$ cat config.mk
export PLATFORM = sky130hd
export DESIGN_NAME = fb_write_ctrl_flat
export DESIGN_NICKNAME = d
export VERILOG_FILES = /design/src/rtl/fb_write_ctrl_if.sv /design/src/rtl/fb_write_ctrl.sv /design/src/flat_wrapper.sv
export SDC_FILE = /design/constraint.sdc
export NUM_CORES = 1
export LEC_CHECK = 0
export CAP_MARGIN = 20
export CORE_ASPECT_RATIO = 0.9
export CORE_MARGIN = 1
export CORE_UTILIZATION = 40
export CTS_BUF_LIST = sky130_fd_sc_hd__clkbuf_8
export DETAILED_ROUTE_END_ITERATION = 12
export PLACE_DENSITY = 0.67
export SLEW_MARGIN = 10
export SYNTH_ARGS = -nofsm -noshare
export SYNTH_HDL_FRONTEND = slang
export SYNTH_SLANG_ARGS = --single-unit
$ cat constraint.sdc
create_clock -name rclk -period 4 [get_ports rclk]
set_input_delay 0.6 -clock rclk [delete_from_list [all_inputs] [get_ports rclk]]
set_output_delay 0.6 -clock rclk [all_outputs]
set_load 0.005 [all_outputs]
$ cat src/rtl/fb_write_ctrl_if.sv
// Bus bundle between the framebuffer write controller and its requesters.
//
// Handshake semantics:
//   cpu_we      valid-only: the controller accepts a CPU store in every cycle
//               cpu_we is high.  There is no ready; a store is never stalled.
//   fill_start  valid-only: taken only while the controller is idle
//               (fill_busy=0, fill_done=0); ignored at any other time.
//   fill_abort  cancels an accepted fill while fill_busy=1.
//   fill_busy   high while a fill is being walked.
//   fill_done   one-cycle completion pulse; absent for aborted fills.
//   we          one framebuffer write per cycle it is high; haddr/vaddr/wdata
//               are meaningful only in those cycles.
interface fb_write_ctrl_if;
  logic        cpu_we;
  logic [9:0]  cpu_haddr;
  logic [9:0]  cpu_vaddr;
  logic [11:0] cpu_wdata;
  logic        fill_start;
  logic        fill_abort;
  logic [9:0]  fill_x0;
  logic [9:0]  fill_y0;
  logic [9:0]  fill_x1;
  logic [9:0]  fill_y1;
  logic [11:0] fill_color;
  logic        fill_busy;
  logic        fill_done;
  logic        we;
  logic [9:0]  haddr;
  logic [9:0]  vaddr;
  logic [11:0] wdata;

  // Requester side: issues stores and fill commands, observes the write port.
  modport master (
    output cpu_we, cpu_haddr, cpu_vaddr, cpu_wdata,
    output fill_start, fill_abort, fill_x0, fill_y0, fill_x1, fill_y1, fill_color,
    input  fill_busy, fill_done, we, haddr, vaddr, wdata
  );

  // Controller side.
  modport slave (
    input  cpu_we, cpu_haddr, cpu_vaddr, cpu_wdata,
    input  fill_start, fill_abort, fill_x0, fill_y0, fill_x1, fill_y1, fill_color,
    output fill_busy, fill_done, we, haddr, vaddr, wdata
  );
endinterface

$ cat src/rtl/fb_write_ctrl.sv
// Framebuffer write-port arbiter: CPU single-pixel stores always win; a
// rectangle-fill engine uses every remaining cycle to write its rectangle in
// raster order and pulses fill_done when the last pixel is written.
module fb_write_ctrl #(
  parameter int HSIZE = 320,
  parameter int VSIZE = 240
) (
  input  logic              rclk,
  input  logic              rst,
  fb_write_ctrl_if.slave    bus,
  output logic [1:0]        dbg_state
);

  localparam logic [9:0] HMAX = 10'(HSIZE - 1);
  localparam logic [9:0] VMAX = 10'(VSIZE - 1);

  typedef enum logic [1:0] {
    IDLE = 2'd0,
    FILL = 2'd1,
    DONE = 2'd2
  } state_t;

  state_t      state;
  state_t      state_nx;

  // Cursor and the rectangle captured at start (far corner already clamped).
  logic [9:0]  cx;
  logic [9:0]  cy;
  logic [9:0]  x0_r;
  logic [9:0]  y0_r;
  logic [9:0]  x1_r;
  logic [9:0]  y1_r;
  logic [11:0] color_r;

  logic [9:0]  x1c_in;
  logic [9:0]  y1c_in;
  logic        empty_in;
  logic        fill_go;
  logic        last_px;

  logic        we_r;
  logic [9:0]  haddr_r;
  logic [9:0]  vaddr_r;
  logic [11:0] wdata_r;

  // Clamp the requested far corner to the screen and detect empty rectangles.
  always_comb begin
    x1c_in   = (bus.fill_x1 > HMAX) ? HMAX : bus.fill_x1;
    y1c_in   = (bus.fill_y1 > VMAX) ? VMAX : bus.fill_y1;
    empty_in = (bus.fill_x0 > x1c_in) || (bus.fill_y0 > y1c_in);
  end

  // A fill pixel goes out only in FILL when neither the CPU nor an abort claims the cycle.
  assign fill_go = (state == FILL) && !bus.fill_abort && !bus.cpu_we;
  assign last_px = (cx == x1_r) && (cy == y1_r);

  // State register.
  always_ff @(posedge rclk or negedge rst) begin
    if (!rst) state <= IDLE;
    else      state <= state_nx;
  end

  // Next-state logic; abort outranks completion of the last pixel.
  always_comb begin
    state_nx = state;
    case (state)
      IDLE: if (bus.fill_start) state_nx = empty_in ? DONE : FILL;
      FILL: begin
        if (bus.fill_abort)          state_nx = IDLE;
        else if (fill_go && last_px) state_nx = DONE;
      end
      DONE: state_nx = IDLE;
      default: state_nx = IDLE;
    endcase
  end

  // Capture the rectangle on start and walk the cursor in raster order.
  always_ff @(posedge rclk or negedge rst) begin
    if (!rst) begin
      cx      <= '0;
      cy      <= '0;
      x0_r    <= '0;
      y0_r    <= '0;
      x1_r    <= '0;
      y1_r    <= '0;
      color_r <= '0;
    end else if (state == IDLE && bus.fill_start) begin
      x0_r    <= bus.fill_x0;
      y0_r    <= bus.fill_y0;
      x1_r    <= x1c_in;
      y1_r    <= y1c_in;
      color_r <= bus.fill_color;
      cx      <= bus.fill_x0;
      cy      <= bus.fill_y0;
    end else if (fill_go && !last_px) begin
      if (cx == x1_r) begin
        cx <= x0_r;
        cy <= cy + 10'd1;
      end else begin
        cx <= cx + 10'd1;
      end
    end
  end

  // Registered write port: CPU store first, else the fill pixel, else idle.
  always_ff @(posedge rclk or negedge rst) begin
    if (!rst) begin
      we_r    <= 1'b0;
      haddr_r <= '0;
      vaddr_r <= '0;
      wdata_r <= '0;
    end else if (bus.cpu_we) begin
      we_r    <= 1'b1;
      haddr_r <= bus.cpu_haddr;
      vaddr_r <= bus.cpu_vaddr;
      wdata_r <= bus.cpu_wdata;
    end else if (fill_go) begin
      we_r    <= 1'b1;
      haddr_r <= cx;
      vaddr_r <= cy;
      wdata_r <= color_r;
    end else begin
      we_r    <= 1'b0;
    end
  end

  assign bus.we        = we_r;
  assign bus.haddr     = haddr_r;
  assign bus.vaddr     = vaddr_r;
  assign bus.wdata     = wdata_r;
  assign bus.fill_busy = (state == FILL);
  assign bus.fill_done = (state == DONE);
  assign dbg_state     = state;

endmodule

$ cat src/flat_wrapper.sv
// flat-port wrapper written by rule: the top's interface ports become plain ports
module fb_write_ctrl_flat 
#(
  parameter int HSIZE = 320,
  parameter int VSIZE = 240
)
  (rclk, rst, dbg_state, bus_cpu_we, bus_cpu_haddr, bus_cpu_vaddr, bus_cpu_wdata, bus_fill_start, bus_fill_abort, bus_fill_x0, bus_fill_y0, bus_fill_x1, bus_fill_y1, bus_fill_color, bus_fill_busy, bus_fill_done, bus_we, bus_haddr, bus_vaddr, bus_wdata);
  fb_write_ctrl_if bus_i ();
  input  logic rclk;
  input  logic rst;
  output logic [1:0] dbg_state;
  input wire logic [$bits(bus_i.cpu_we)-1:0] bus_cpu_we;
  input wire logic [$bits(bus_i.cpu_haddr)-1:0] bus_cpu_haddr;
  input wire logic [$bits(bus_i.cpu_vaddr)-1:0] bus_cpu_vaddr;
  input wire logic [$bits(bus_i.cpu_wdata)-1:0] bus_cpu_wdata;
  input wire logic [$bits(bus_i.fill_start)-1:0] bus_fill_start;
  input wire logic [$bits(bus_i.fill_abort)-1:0] bus_fill_abort;
  input wire logic [$bits(bus_i.fill_x0)-1:0] bus_fill_x0;
  input wire logic [$bits(bus_i.fill_y0)-1:0] bus_fill_y0;
  input wire logic [$bits(bus_i.fill_x1)-1:0] bus_fill_x1;
  input wire logic [$bits(bus_i.fill_y1)-1:0] bus_fill_y1;
  input wire logic [$bits(bus_i.fill_color)-1:0] bus_fill_color;
  output wire logic [$bits(bus_i.fill_busy)-1:0] bus_fill_busy;
  output wire logic [$bits(bus_i.fill_done)-1:0] bus_fill_done;
  output wire logic [$bits(bus_i.we)-1:0] bus_we;
  output wire logic [$bits(bus_i.haddr)-1:0] bus_haddr;
  output wire logic [$bits(bus_i.vaddr)-1:0] bus_vaddr;
  output wire logic [$bits(bus_i.wdata)-1:0] bus_wdata;
  assign bus_i.cpu_we = bus_cpu_we;
  assign bus_i.cpu_haddr = bus_cpu_haddr;
  assign bus_i.cpu_vaddr = bus_cpu_vaddr;
  assign bus_i.cpu_wdata = bus_cpu_wdata;
  assign bus_i.fill_start = bus_fill_start;
  assign bus_i.fill_abort = bus_fill_abort;
  assign bus_i.fill_x0 = bus_fill_x0;
  assign bus_i.fill_y0 = bus_fill_y0;
  assign bus_i.fill_x1 = bus_fill_x1;
  assign bus_i.fill_y1 = bus_fill_y1;
  assign bus_i.fill_color = bus_fill_color;
  assign bus_fill_busy = bus_i.fill_busy;
  assign bus_fill_done = bus_i.fill_done;
  assign bus_we = bus_i.we;
  assign bus_haddr = bus_i.haddr;
  assign bus_vaddr = bus_i.vaddr;
  assign bus_wdata = bus_i.wdata;
  fb_write_ctrl #(.HSIZE(HSIZE), .VSIZE(VSIZE)) u_core (.rclk(rclk), .rst(rst), .bus(bus_i), .dbg_state(dbg_state));
endmodule
# After elaboration in Yosys (flattened, before gate mapping)
# Cells that the tools add are included.
dict set report word_totals {
  ff_bits 97
  out_inout_bits 37
  wordCells 60
}
dict set report op_classes {
  add_sub_neg 2
  order_cmp 4
  n_eq_ne 6
  n_mux 21
  n_reduce_logical 16
}
# operator count
set ops {}
lappend ops {{$mux W10} 12}
lappend ops {{$mux W12} 2}
lappend ops {{$add A10 B1 Y10 const B} 2}
lappend ops {{$eq A10 B10 Y1} 2}
lappend ops {{$gt A10 B10 Y1} 2}
lappend ops {{$gt A10 B8 Y1 const B} 1}
lappend ops {{$gt A10 B9 Y1 const B} 1}
lappend ops {{$mux W2} 4}
lappend ops {{$logic_and A1 B1 Y1} 6}
lappend ops {{$reduce_bool A2 Y1} 3}
lappend ops {{$pmux W2 S2} 1}
lappend ops {{$reduce_and A2 Y1} 2}
lappend ops {{$logic_not A1 Y1} 3}
lappend ops {{$ne A3 B2 Y1 const B} 1}
lappend ops {{$eq A2 B1 Y1 const B} 1}
lappend ops {{$eq A2 B2 Y1 const B} 1}
lappend ops {{$logic_not A2 Y1} 1}
lappend ops {{$mux W1} 2}
lappend ops {{$ne A2 B2 Y1 const B} 1}
lappend ops {{$logic_or A1 B1 Y1} 1}

# Longest topological paths before layout
dict set report depth {
  depth_word 7
  ltp_mapped 10
}

# Worst setup path after synthesis
# OpenSTA, ideal clock, no wires.
dict set report synth_timing {
  path_kind {input port to flip-flop}
  startpoint {input bus_fill_x1[6]}
  endpoint {register u_core.state[1], in the netlist u_core.dbg_state[1]}
  setup_ns 0.118
  arrival_ns 2.397
  required_time_ns 3.882
  setup_slack_ns 1.485
  path_stages 9
  path_buffers 0
  cell_sequence {o21ai_0 -> nand2b_1 -> nor2_1 -> ha_1 -> a21o_1 -> a21o_1 -> a2111oi_0 -> o22ai_1 -> a21o_1}
}
dict set report synth_via {
  elab_chain_len 7
}
# element line
set synth_lines {}
lappend synth_lines {{from (decl)} flat_wrapper.sv:20} ;# input wire logic [$bits(bus_i.fill_x1)-1:0] bus_fill_x1;
lappend synth_lines {{$gt A10 B9 Y1} fb_write_ctrl.sv:48} ;# x1c_in = (bus.fill_x1 > HMAX) ? HMAX : bus.fill_x1;
lappend synth_lines {{$mux W10 *} fb_write_ctrl.sv:48}
lappend synth_lines {{$gt A10 B10 Y1 *} fb_write_ctrl.sv:50} ;# empty_in = (bus.fill_x0 > x1c_in) || (bus.fill_y0 > y1c_in);
lappend synth_lines {{$logic_or A1 B1 Y1 *} fb_write_ctrl.sv:50}
lappend synth_lines {{$mux W2 * (2 in series)} fb_write_ctrl.sv:67} ;# IDLE: if (bus.fill_start) state_nx = empty_in ? DONE : FILL;
lappend synth_lines {{$pmux W2 S2 *} fb_write_ctrl.sv:66} ;# case (state)
lappend synth_lines {{to (signal assigned)} fb_write_ctrl.sv:60} ;# else state <= state_nx;
lappend synth_lines {{to (decl)} fb_write_ctrl.sv:23} ;# state_t state;
# Mark *: on every way between the ends. The rest lies on a longest branch, timed or not. The select of a mux whose other input is x is not followed.
# A chain may end at the register's enable or synchronous reset.

# Worst setup path in the final report
# Ends and elaborated chain as after synthesis.

==> reports/qor.yml <==
end_kind: "register"
clkTransAtPathRegs_ns: 0.11
yosysWarningCount: 0
drive_gt1_frac: 0.0599
synthSimpleGateAreaFrac: 0.197
maxCapViolCount: 0
globalplace.congestion: 0.848
post-route-period-util: 0.736
synthMuxAreaShare: 0.0775
clkSinkCount: 97
cts.path.max_buffers: 2
post-route-min-period_ns: 2.94
area_delta_synth_final_pct: 29.9
setup_violations: 0
synth.area.top_cells: "dfrtp_1, nand2_1, mux2i_1"
diodes: 0
drt_first_iter_violations: 362
synth-adder-area-share: 0.0528
slowest_stage: "a2111oi_0"
syn_area_per_cell_um2: 9.22
timing.fmax_mhz: 340
synthFlopType: "dfrtp_1"
power_density_mw_per_mm2: 469
vias: 4549
synth_edf_count: 0
crit_arrival_ns: 3.20
rsz0062_at_grt: "no"
grt_pass1_vias: 4393
critPathKind: "in -> reg"
wl_per_cell_um: 16.5
crit_chain: "clkdlybuf4s50_1 > o21ai_0 > nand2b_1 > nor2_1 > ha_1 > a21o_1 > a21o_1 > a2111oi_0 > o22ai_1 > a21o_1"
p_total_mw: 3.18
hold_viol: 0
leakage_nw: 2.91
fill_cells: 1189
numCtsBuffers: 9
synth_top_cell_area_share: 0.465
rows: 39
io_buffers: 125
overflow: 0
timing.clock.skew_ns: 0.0187
clk_latency_ns: 0.37
die_width_um: 122
synthXorXnorAreaFrac: 0.0468
yosysTopAreaCell: "dfrtp_1"
antenna_found_initial: 0
drt_wl_total_um: 14000
yosysSeqAreaShare: 0.465
grt_use_total: 0.217
synth_top_family_by_area: "simple AND/OR/NAND/NOR gates"
start_kind: "input port"
final_nets: 790
crit_fanout: 6
ctsResizeCount: 0
grt_max_degree: 68
worst_slew_pin_slew_ns: 0.883
status: "finished, final reports clean"
tns_ns: 0
slew_violations: 0
tritoncts: "done"
die_y_um: 110
ys_types: 48
io_pins: 126
post_cts_buffers: 0
vias_per_cell: 5.36
yosysMostFrequentCell: "nand2_1"
hpwl_um: 10200
synth_common_cells: "nand2_1, dfrtp_1, o21ai_0, mux2i_1, clkbuf_1"
max_slew_margin: 0.412
holdBufCountCts: 0
start_util: 0.411
drtAntennaViolNets: 0
route.detailed.drc: 0
crit_required_ns: 4.26
max_stage_delay_ns: 0.47
cts_root_buf: "clkbuf_8"
crit_top_cell: "a21o_1"
core_mm2: 0.0127
ir_drop_v: 0.000199
htree_levels: 3
grt_pass1_wl_um: 22500
syn-instance-count: 566
synth_area_mm2: 0.00522
firstDrtPassIters: 5
async_flop_share: 1.00
hold_class: "in -> async"
die_area_mm2: 0.0135
synth_seq_cells: 97
synth-compound-area-share: 0.127
==> logic make-up after synthesis <==
family | count (synthesis)
and+or+nand+nor | 224
AOI/OAI and AO/OA | 114
DFF | 97
buffers and inverters | 41
muxes | 40
xor gates and xnor gates | 27
adders and majority gates | 22
other | 1
==> critical path: cells and delay by family <==
kind / cells / cell delay (ns)
fa+ha+maj: 1 / 0.28
buf+inv: 1 / 0.42
simple gates: 2 / 0.40
compound gates: 6 / 1.51
==> layout make-up <==
type                            count  area (um^2)  area share
Sequential cell                    97         2430       0.358
Clock inverter                      7         51.3     0.00757
Multi-Input combinational cell    430         2630       0.389
Inverter                            7         26.3     0.00388
Tap cell                          164          205      0.0303
Timing Repair Buffer              134         1310       0.193
Clock buffer                        9          124      0.0183
==> worst paths after layout <==
| check | startpoint | to | slack [ns] | cells after the start |
|---|---|---|---|---|
| setup / recovery | bus_fill_x1[6] | u_core.dbg_state[1]$_DFFE_PN0P_ | 1.06 | 10 |
| hold / removal | rst | u_core.bus.haddr[4]$_DFFE_PN0P_ | 0.31 | 1 |
| setup reg to reg | u_core.cx[3]$_DFFE_PN0P_ | u_core.cy[5]$_DFFE_PN0P_ | 1.33 | 7 |
| hold reg to reg | u_core.color_r[0]$_DFFE_PN0P_ | u_core.color_r[0]$_DFFE_PN0P_ | 0.49 | 2 |
| max in group asynchronous | rst | u_core.cy[0]$_DFFE_PN0P_ | 2.90 | 2 |
| min in group rclk | u_core.color_r[0]$_DFFE_PN0P_ | u_core.color_r[0]$_DFFE_PN0P_ | 0.49 | 2 |
==> power breakdown <==
group	internal [mW]	switching [mW]
Sequential	1.26	0.325
Combinational	0.510	0.490
Clock	0.231	0.368
Total	2.00	1.18
==> routing by layer <==
metal / track usage / wire (um) / up-vias
met5: 0 / 0 / -
met4: 0.0679 / 172 / 0
met3: 0.0252 / 803 / 11
met2: 0.324 / 6020 / 156
met1: 0.327 / 7010 / 2191
li1: - / - / 2191
==> per-stage QoR <==
stage          cells  cell area, um^2  utilization  setup WS, ns  hold WS [ns]
3_5_place_dp     832             6600        0.521         0.648         0.463
2_1_floorplan    568             5230            -          1.49         0.304
6_report         848             6780        0.534          1.06         0.311
5_1_grt          848             6780        0.534         0.801         0.368
4_1_cts          848             6780        0.534          1.03         0.335
3_3_place_gp     832             6600        0.521         0.757         0.459
==> placed cells by master, fill, tap and decap left out, drive strengths merged, types with 3 or more instances in the layout <==
master / instances
nand2: 133
a31oi: 4
dfrtp: 97
o21a: 3
o21ai: 66
and2: 3
nor3b: 3
o211ai: 3
mux2i: 37
a21o: 6
a21boi: 3
a21oi: 12
clkdlybuf4s50: 123
nor3: 8
buf: 11
or2: 4
xor2: 21
nand4: 13
nor2: 23
xnor2: 6
o31ai: 6
nand3: 14
or3: 4
clkbuf: 9
conb: 3
ha: 22
nor4: 5
inv: 10
mux2: 3
nand2b: 4
o22ai: 3
==> flip-flops by register name, summed over array words and instances (netlist names) <==
| signal | count |
|---|---|
| u_core.color_r | 12 |
| u_core.cx | 10 |
| u_core.bus.haddr | 10 |
| u_core.bus.we | 1 |
| u_core.dbg_state | 2 |
| u_core.x0_r | 10 |
| u_core.x1_r | 10 |
| u_core.bus.vaddr | 10 |
| u_core.bus.wdata | 12 |
| u_core.y1_r | 10 |
| u_core.cy | 10 |
Note: power is estimated with default switching activity, not from simulation.
